### src/rtl/mmio_pkg.sv
// Shared constants and helpers for the MMIO button bridge.
package mmio_pkg;

   // Default word addresses of the memory-mapped registers
   localparam int unsigned DEFAULT_OUT_ADDR  = 32'd2000;
   localparam int unsigned DEFAULT_BASE_ADDR = 32'd3000;
   localparam int unsigned DEFAULT_STRIDE    = 32'd1000;

   // Bit positions inside a channel status read word
   localparam int ST_PENDING = 0;
   localparam int ST_LEVEL   = 1;

   // Number of bits needed to hold values 0 .. v-1 (at least 1)
   function automatic int clog2(input int v);
      int r;
      int x;
      r = 0;
      x = v - 1;
      while (x > 0) begin
         r = r + 1;
         x = x >> 1;
      end
      if (r < 1) r = 1;
      return r;
   endfunction

endpackage

### src/rtl/btn_debounce_channel.sv
// One button channel: two-flop synchroniser, stability counter and
// rising-edge detect. rise_pulse is high during the cycle whose closing
// edge moves level from 0 to 1, so a consumer register sees it on that edge.
module btn_debounce_channel
   import mmio_pkg::*;
#(
   parameter int DEBOUNCE_CYCLES = 16
)(
   input  logic clock,
   input  logic reset,
   input  logic raw,
   output logic level,
   output logic rise_pulse
);

   localparam int             CW      = clog2(DEBOUNCE_CYCLES);
   localparam logic [CW-1:0]  CNT_MAX = CW'(DEBOUNCE_CYCLES - 1);

   if (DEBOUNCE_CYCLES < 2) begin : g_bad_cycles
      $error("DEBOUNCE_CYCLES must be at least 2");
   end

   logic          r_s1;
   logic          r_s2;
   logic          r_level;
   logic [CW-1:0] r_cnt;
   logic          w_change;
   logic          w_accept;

   assign w_change   = (r_s2 != r_level);
   assign w_accept   = w_change && (r_cnt == CNT_MAX);
   assign rise_pulse = w_accept && r_s2;
   assign level      = r_level;

   // Bring the asynchronous button into the clock domain
   always_ff @(posedge clock or posedge reset) begin
      if (reset) begin
         r_s1 <= 1'b0;
         r_s2 <= 1'b0;
      end else begin
         r_s1 <= raw;
         r_s2 <= r_s1;
      end
   end

   // Accept a new level only after it has differed for DEBOUNCE_CYCLES cycles
   always_ff @(posedge clock or posedge reset) begin
      if (reset) begin
         r_level <= 1'b0;
         r_cnt   <= '0;
      end else if (!w_change) begin
         r_cnt <= '0;
      end else if (w_accept) begin
         r_level <= r_s2;
         r_cnt   <= '0;
      end else begin
         r_cnt <= r_cnt + CW'(1);
      end
   end

endmodule

### src/rtl/mmio_button_bridge.sv
// Memory-mapped bridge: button status registers with read-to-clear press
// flags, a write-only VGA output register, and RAM pass-through for all
// other addresses. Read data is registered (one cycle latency).
module mmio_button_bridge
   import mmio_pkg::*;
#(
   parameter int          NUM_BTNS        = 4,
   parameter int unsigned BASE_ADDR       = DEFAULT_BASE_ADDR,
   parameter int unsigned STRIDE          = DEFAULT_STRIDE,
   parameter int unsigned OUT_ADDR        = DEFAULT_OUT_ADDR,
   parameter int          DEBOUNCE_CYCLES = 16,
   parameter int          DATA_W          = 32
)(
   input  logic                clock,
   input  logic                reset,
   input  logic [NUM_BTNS-1:0] btn_in,
   input  logic [31:0]         address_dmem,
   input  logic                wren,
   input  logic [DATA_W-1:0]   data,
   input  logic [DATA_W-1:0]   q_ram,
   output logic [DATA_W-1:0]   q_dmem,
   output logic [DATA_W-1:0]   to_vga,
   output logic                to_vga_valid,
   output logic [NUM_BTNS-1:0] btn_level,
   output logic [NUM_BTNS-1:0] btn_pending
);

   if (NUM_BTNS < 1 || NUM_BTNS > 16) begin : g_bad_num
      $error("NUM_BTNS must be in 1..16");
   end
   if (DATA_W < 2) begin : g_bad_width
      $error("DATA_W must hold the two status bits");
   end

   logic [NUM_BTNS-1:0] w_level;
   logic [NUM_BTNS-1:0] w_rise;
   logic [NUM_BTNS-1:0] w_hit;
   logic [NUM_BTNS-1:0] w_clr;
   logic                w_out_hit;
   logic [DATA_W-1:0]   w_rd_word;

   logic [NUM_BTNS-1:0] r_pending;
   logic [DATA_W-1:0]   r_q_dmem;
   logic [DATA_W-1:0]   r_to_vga;
   logic                r_vga_valid;

   for (genvar i = 0; i < NUM_BTNS; i++) begin : g_ch
      localparam logic [31:0] CH_ADDR = 32'(BASE_ADDR + i * STRIDE);

      if (CH_ADDR == 32'(OUT_ADDR)) begin : g_addr_clash
         $error("channel address collides with OUT_ADDR");
      end

      btn_debounce_channel #(
         .DEBOUNCE_CYCLES (DEBOUNCE_CYCLES)
      ) u_chan (
         .clock      (clock),
         .reset      (reset),
         .raw        (btn_in[i]),
         .level      (w_level[i]),
         .rise_pulse (w_rise[i])
      );

      assign w_hit[i] = (address_dmem == CH_ADDR);
   end

   assign w_out_hit = (address_dmem == 32'(OUT_ADDR));
   assign w_clr     = w_hit & {NUM_BTNS{~wren}};

   // Select status word for a channel read, RAM data otherwise
   always_comb begin
      w_rd_word = q_ram;
      for (int i = 0; i < NUM_BTNS; i++) begin
         if (!wren && w_hit[i]) begin
            w_rd_word             = '0;
            w_rd_word[ST_LEVEL]   = w_level[i];
            w_rd_word[ST_PENDING] = r_pending[i];
         end
      end
   end

   // Sticky press flags: a new rising event beats a same-cycle read clear
   always_ff @(posedge clock or posedge reset) begin
      if (reset) begin
         r_pending <= '0;
      end else begin
         r_pending <= (r_pending & ~w_clr) | w_rise;
      end
   end

   // Registered read data back to the processor
   always_ff @(posedge clock or posedge reset) begin
      if (reset) begin
         r_q_dmem <= '0;
      end else begin
         r_q_dmem <= w_rd_word;
      end
   end

   // Latch writes to the VGA register and pulse valid for each one
   always_ff @(posedge clock or posedge reset) begin
      if (reset) begin
         r_to_vga    <= '0;
         r_vga_valid <= 1'b0;
      end else begin
         r_vga_valid <= wren && w_out_hit;
         if (wren && w_out_hit) begin
            r_to_vga <= data;
         end
      end
   end

   assign q_dmem       = r_q_dmem;
   assign to_vga       = r_to_vga;
   assign to_vga_valid = r_vga_valid;
   assign btn_level    = w_level;
   assign btn_pending  = r_pending;

endmodule

### config.mk
export PLATFORM = sky130hd
export DESIGN_NAME = mmio_button_bridge
export DESIGN_NICKNAME = d
export VERILOG_FILES = /design/src/rtl/mmio_pkg.sv /design/src/rtl/btn_debounce_channel.sv /design/src/rtl/mmio_button_bridge.sv
export SDC_FILE = /design/constraint.sdc
export NUM_CORES = 1
export LEC_CHECK = 0
export BUFFER_PORTS_ARGS = -buffer_cell sky130_fd_sc_hd__buf_2
export CAP_MARGIN = 20
export CORE_MARGIN = 2
export CORE_UTILIZATION = 43
export DETAILED_ROUTE_END_ITERATION = 8
export PLACE_DENSITY = 0.78
export SETUP_SLACK_MARGIN = 0.05
export SLEW_MARGIN = 20
export SYNTH_ARGS = -nofsm -noshare
export SYNTH_HDL_FRONTEND = slang
export SYNTH_SLANG_ARGS = --single-unit
### constraint.sdc
create_clock -name clock -period 2.6 [get_ports clock]
set_clock_uncertainty 0.15 [all_clocks]
set_input_delay 0.13 -clock clock [delete_from_list [all_inputs] [get_ports clock]]
set_output_delay 0.13 -clock clock [all_outputs]
set_load 0.01 [all_outputs]
Word-level counts from Yosys, hierarchy flattened
Cells that the tools add are included.

storage, ports and cells
  register bits after elaboration = 97
  input bits = 103
  logic and storage cells = 72

cells by class
  $add $sub $neg = 4
  equality and inequality tests = 13
  multiplexer cells = 12
  bitwise logic cells = 5
  reductions and logical operators = 18

operator list
  operator                                         number
  two-way mux 32 bit                               4
  == test 32 x 12 -> 1 bit, second input constant  2
  == test 32 x 13 -> 1 bit, second input constant  2
  == test 32 x 11 -> 1 bit, second input constant  1
  two-way mux 4 bit                                8
  adder 4 x 1 -> 4 bit, second input constant      4
  == test 4 bit, second input constant             4
  logical AND 1 bit                                13
  bitwise AND 4 bit                                2
  AND reduction 2 bit                              4
  inequality test 1 bit                            4
  NOT 4 bit                                        1
  OR 4 bit                                         1
  zero test 1 bit                                  1
  NOT 1 bit                                        1

Longest topological paths before layout
  depth in word-level cells = 6
  gate-level depth with buffers = 7
  gate-level depth less buffers = 6

Modules after synthesis
Synthesis repeated with hierarchy kept, for this count alone.

second synthesis, totals
  cell total of the unflattened synthesis = 281
  area total of the unflattened synthesis = 3892.5 um^2

modules (own cells, without submodules)
  module                times used  cells an instance  area an instance (um^2)  seq. area each (um^2)
  mmio_button_bridge    1           201                2761.4                   1726.7
  btn_debounce_channel  4           20                 282.8                    175.2

Least setup slack after synthesis
Ideal clock, no wire load.

  kind = in2reg
  start point = input address_dmem[2]
  end point = register r_to_vga[0] (netlist: to_vga[0])
  setup time = 125 ps
  arrival time = 1924 ps
  required time = 2325 ps
  setup slack = 401 ps
  stages = 6
  path buffers = 2
  path through = or4_4 > or3_1 > nor4bb_1 > buf_4 > buf_12 > mux2_4

on the way
  word-level cells in the longest chain between the ends = 2

RTL lines
  item                      RTL line                   RTL
  start: declaration        mmio_button_bridge.sv:17   input logic [31:0] address_dmem,
  == test 32 x 11 -> 1 bit  mmio_button_bridge.sv:67   assign w_out_hit = (address_dmem == 32'(OUT_ADDR));
  logical AND 1 bit         mmio_button_bridge.sv:107  if (wren && w_out_hit) begin
  end signal: assignment    mmio_button_bridge.sv:108  r_to_vga <= data;
  end: declaration          mmio_button_bridge.sv:44   logic [DATA_W-1:0] r_to_vga;

No other way between the ends.
A chain may end at the register's enable or synchronous reset.

Worst setup path in the final report
  start point = input address_dmem[12]
  end point = register r_q_dmem[21] (netlist: q_dmem[21])

on the way
  word-level cells in the longest chain between the ends = 6

RTL lines
  item                              RTL line                  RTL
  == test 32 x 12 -> 1 bit          mmio_button_bridge.sv:64  assign w_hit[i] = (address_dmem == CH_ADDR);
  logical AND 1 bit                 mmio_button_bridge.sv:74  if (!wren && w_hit[i]) begin
  two-way mux 32 bit (3 in series)  mmio_button_bridge.sv:74
  two-way mux 32 bit (*)            mmio_button_bridge.sv:74
  net w_rd_word[21]                 mmio_button_bridge.sv:40  logic [DATA_W-1:0] w_rd_word;
  end signal: assignment            mmio_button_bridge.sv:96  r_q_dmem <= w_rd_word;
  end: declaration                  mmio_button_bridge.sv:43  logic [DATA_W-1:0] r_q_dmem;

Mark *: on every way through the listed nets, which the timed path passes. The rest lies on a longest branch.

==> impl_metrics.toml <==
[floorplan]
fp.dieH_um = 101
initial_core_util_pct = 44.0
dieArea_um2 = 10100
placement_rows = 35
core-area_um2 = 9150
die_w_um = 101
num_io_pins = 176

[route]
wl_per_cell_um = 14.9
drtAntennaViolNets = 0
routed_wl_um = 9800
topRoutingLayerUsed = "met4"
firstDrtPassIters = 5
post_drt_via_cell_ratio = 4.95
drc_errors = 0
met2WireLength_um = 5060
drt_iter0_markers = 142
routed-wl-met3_um = 607
num_vias = 3259
met1_length_um = 3920

[flow_run]
max_cap_violations = 0

[final_layout]
design_area_um2 = 5980
post_route_cells_drive_above_1_share_pct = 43.6
layout-area-overhead-vs-synth_pct = 48.6
mostFrequentLayoutCell = "sky130_fd_sc_hd__buf_2"
final-instance-count-excl-fill = 659
most-common-layout-cells = "sky130_fd_sc_hd__buf_2, sky130_fd_sc_hd__dfrtp_1, sky130_fd_sc_hd__dlygate4sd3_1"
total_number_of_nets_in_the_final_design = 650
end_of_flow_core_utilization_pct = 65.3
num_antenna_cells = 0

[synth]
postSynth.topFlopCell = "sky130_fd_sc_hd__dfrtp_1"
synth-seq-area-share_pct = 60.3
synth_async_sr_flop_share_pct = 100
synth_cells = 290
synthesized_area_per_cell_um2 = 13.9
post_synth_num_cell_types = 44
post_synth_edffs = 0
synth_area_um2 = 4020
synth_warn = 0
yosys_reg_bits = 97
synth_net_count = 397

[grt]
number_of_antenna_violations_at_the_first_check_in_global_routing = 0
first_global_vias = 3417
grt.total_usage_pct = 19.7
grt.overflow.total = 0
pin_count_of_the_biggest_net_entering_global_routing = 35
grt_first_pass_wirelength_um = 15600

[pwr]
power.static_leakage_nw = 3.01
worst_ir_drop_on_vdd_uv = 306
pwr_density_nw_per_um2 = 491
post-layout-total-power_mw = 2.94

[clock_network]
postCtsHoldBufs = 73
clock-sinks = 97
worst_skew_pair.late_latency_ns = 0.36
cts-buffers-inserted = 9
cts_repair_resize_count = 0
post-cts-setup-buffer-count = 0
worst_setup_hold_path_clk_slew_ns = 0.10
cts-root-to-sink-buffers = 2
cts_tree = "yes"
cts.htree.levels = 3
clk_root_buffer_cell = "sky130_fd_sc_hd__clkbuf_8"

[setup_path]
type_of_the_worst_setup_path = "in -> reg"
critPathRequiredTime_ns = 2.71
kind_of_start_point_of_the_critical_path = "input pin"
arrival_ns = 2.48
timing.critical_path.fanout_max = 30
worstSetupEndpointType = "register"

[placed_design]
placed_cells_incl_taps = 570
hpwlAfterDp_um = 6370
io_buffer_count = 175
place_congestion = 0.795
placement.setup.worst_slack_ns = 0.0836
total_placed_instance_area_um2 = 5030

[timing]
report.final.hold_viol_count = 0
finalWorstSetupSlack_ns = 0.234
rsz_0062_raised_after_global_routing = "false"
finalMaxSlewViolations = 0
worstMarginPinSlew_ns = 0.722
max_freq_mhz = 423
time_the_final_worst_path_needs_with_i_o_delays_and_setup_ns = 2.37
setup_viol_count_final = 0
whs_ns = 0.0469
setup-tns-final_ns = 0
timing.slew.headroom_pct = 51.8
post-route-period-util_pct = 91.0

[min_path]
worstHoldPathType = "in -> reg"

[outcome]
outcome = "complete, no violations"
metal layers:
metal / GRT usage (%) / up-vias
met4: 9.06 / 0
met1: 22.8 / 1550
li1: - / 1549
met5: 0 / -
met2: 33.9 / 138
met3: 5.34 / 22
sequential cells by signal, summed over array words and instances, names as in the netlist:
signal / flops
to_vga_valid: 1
btn_pending: 4
to_vga: 32
g_ch.u_chan.r_cnt: 16
g_ch.u_chan.level: 4
g_ch.u_chan.r_s2: 4
q_dmem: 32
g_ch.u_chan.r_s1: 4
logic make-up (layout without fill, tap and decap cells):
group / Yosys count / in the layout / synth area share (%)
DFF: 97 / 97 / 60.3
and+or+nand+nor: 93 / 93 / 14.6
muxes: 36 / 36 / 12.9
AOI/OAI and AO/OA: 35 / 35 / 5.82
buffers and inverters: 17 / 275 / 3.36
xor gates and xnor gates: 8 / 8 / 1.74
adders and majority gates: 4 / 4 / 1.24
power by group:
part / switching, mW / internal, mW
clock: 0.564 / 0.473
sequential: 0.0256 / 1.55
combinational: 0.133 / 0.188
synth_stat cells, types with 2 or more instances:
| cell type | n | share of area (%) |
|---|---|---|
| sky130_fd_sc_hd__nand3_1 | 9 | 1.1 |
| sky130_fd_sc_hd__ha_1 | 4 | 1.2 |
| sky130_fd_sc_hd__xnor2_1 | 8 | 1.7 |
| sky130_fd_sc_hd__a21o_1 | 4 | 0.75 |
| sky130_fd_sc_hd__buf_4 | 6 | 1.1 |
| sky130_fd_sc_hd__dfrtp_1 | 97 | 60 |
| sky130_fd_sc_hd__clkbuf_1 | 3 | 0.28 |
| sky130_fd_sc_hd__nand4b_1 | 3 | 0.65 |
| sky130_fd_sc_hd__buf_12 | 3 | 1.5 |
| sky130_fd_sc_hd__a31oi_1 | 3 | 0.47 |
| sky130_fd_sc_hd__mux2_4 | 30 | 11 |
| sky130_fd_sc_hd__nand2b_1 | 2 | 0.31 |
| sky130_fd_sc_hd__nor2_1 | 6 | 0.56 |
| sky130_fd_sc_hd__nor3_1 | 2 | 0.25 |
| sky130_fd_sc_hd__nor2b_1 | 32 | 5.0 |
| sky130_fd_sc_hd__mux2_2 | 6 | 1.7 |
| sky130_fd_sc_hd__or3_1 | 2 | 0.31 |
| sky130_fd_sc_hd__nand4_1 | 3 | 0.47 |
| sky130_fd_sc_hd__and4b_1 | 2 | 0.50 |
| sky130_fd_sc_hd__a311oi_1 | 5 | 1.1 |
| sky130_fd_sc_hd__inv_1 | 5 | 0.47 |
| sky130_fd_sc_hd__nor3b_1 | 5 | 0.93 |
| sky130_fd_sc_hd__nand2_1 | 6 | 0.56 |
| sky130_fd_sc_hd__a21oi_1 | 8 | 1.0 |
| sky130_fd_sc_hd__and2b_1 | 3 | 0.56 |
| sky130_fd_sc_hd__nor4_1 | 8 | 1.2 |
| sky130_fd_sc_hd__o21ai_0 | 8 | 1.0 |
worst max-delay path: stages:
cell	delay, ns
sky130_fd_sc_hd__dlygate4sd3_1	0.52
sky130_fd_sc_hd__buf_2	0.10
sky130_fd_sc_hd__or4b_2	0.65
sky130_fd_sc_hd__nor4_1	0.29
sky130_fd_sc_hd__o21ai_0	0.17
sky130_fd_sc_hd__a21oi_2	0.21
sky130_fd_sc_hd__buf_12	0.20
sky130_fd_sc_hd__and2b_1	0.19
final timing paths:
| kind | startpoint | to | slack, ns | depth (start not counted) |
|---|---|---|---|---|
| min | wren | q_dmem[1]$_DFF_PP0_ | 0.05 | 3 |
| max in group asynchronous | reset | to_vga[18]$_DFFE_PP0P_ | 1.27 | 4 |
| min in group asynchronous | reset | q_dmem[8]$_DFF_PP0_ | 0.32 | 3 |
| min reg2reg | g_ch[3].u_chan.r_s1$_DFF_PP0_ | g_ch[3].u_chan.r_s2$_DFF_PP0_ | 0.21 | 0 |
| max reg2reg | btn_pending[1]$_DFF_PP0_ | q_dmem[0]$_DFF_PP0_ | 0.95 | 6 |
| max | address_dmem[12] | q_dmem[21]$_DFF_PP0_ | 0.23 | 8 |
layout make-up:
class | count | area (µm²)
timing repair buffer | 254 | 1690
inverter | 5 | 22.5
clock buffer | 9 | 124
fill | 672 | 3170
tap | 111 | 139
clock inverter | 7 | 97.6
sequential | 97 | 2430
multi-input combinational | 176 | 1480
(Power assumes the default switching activity.)
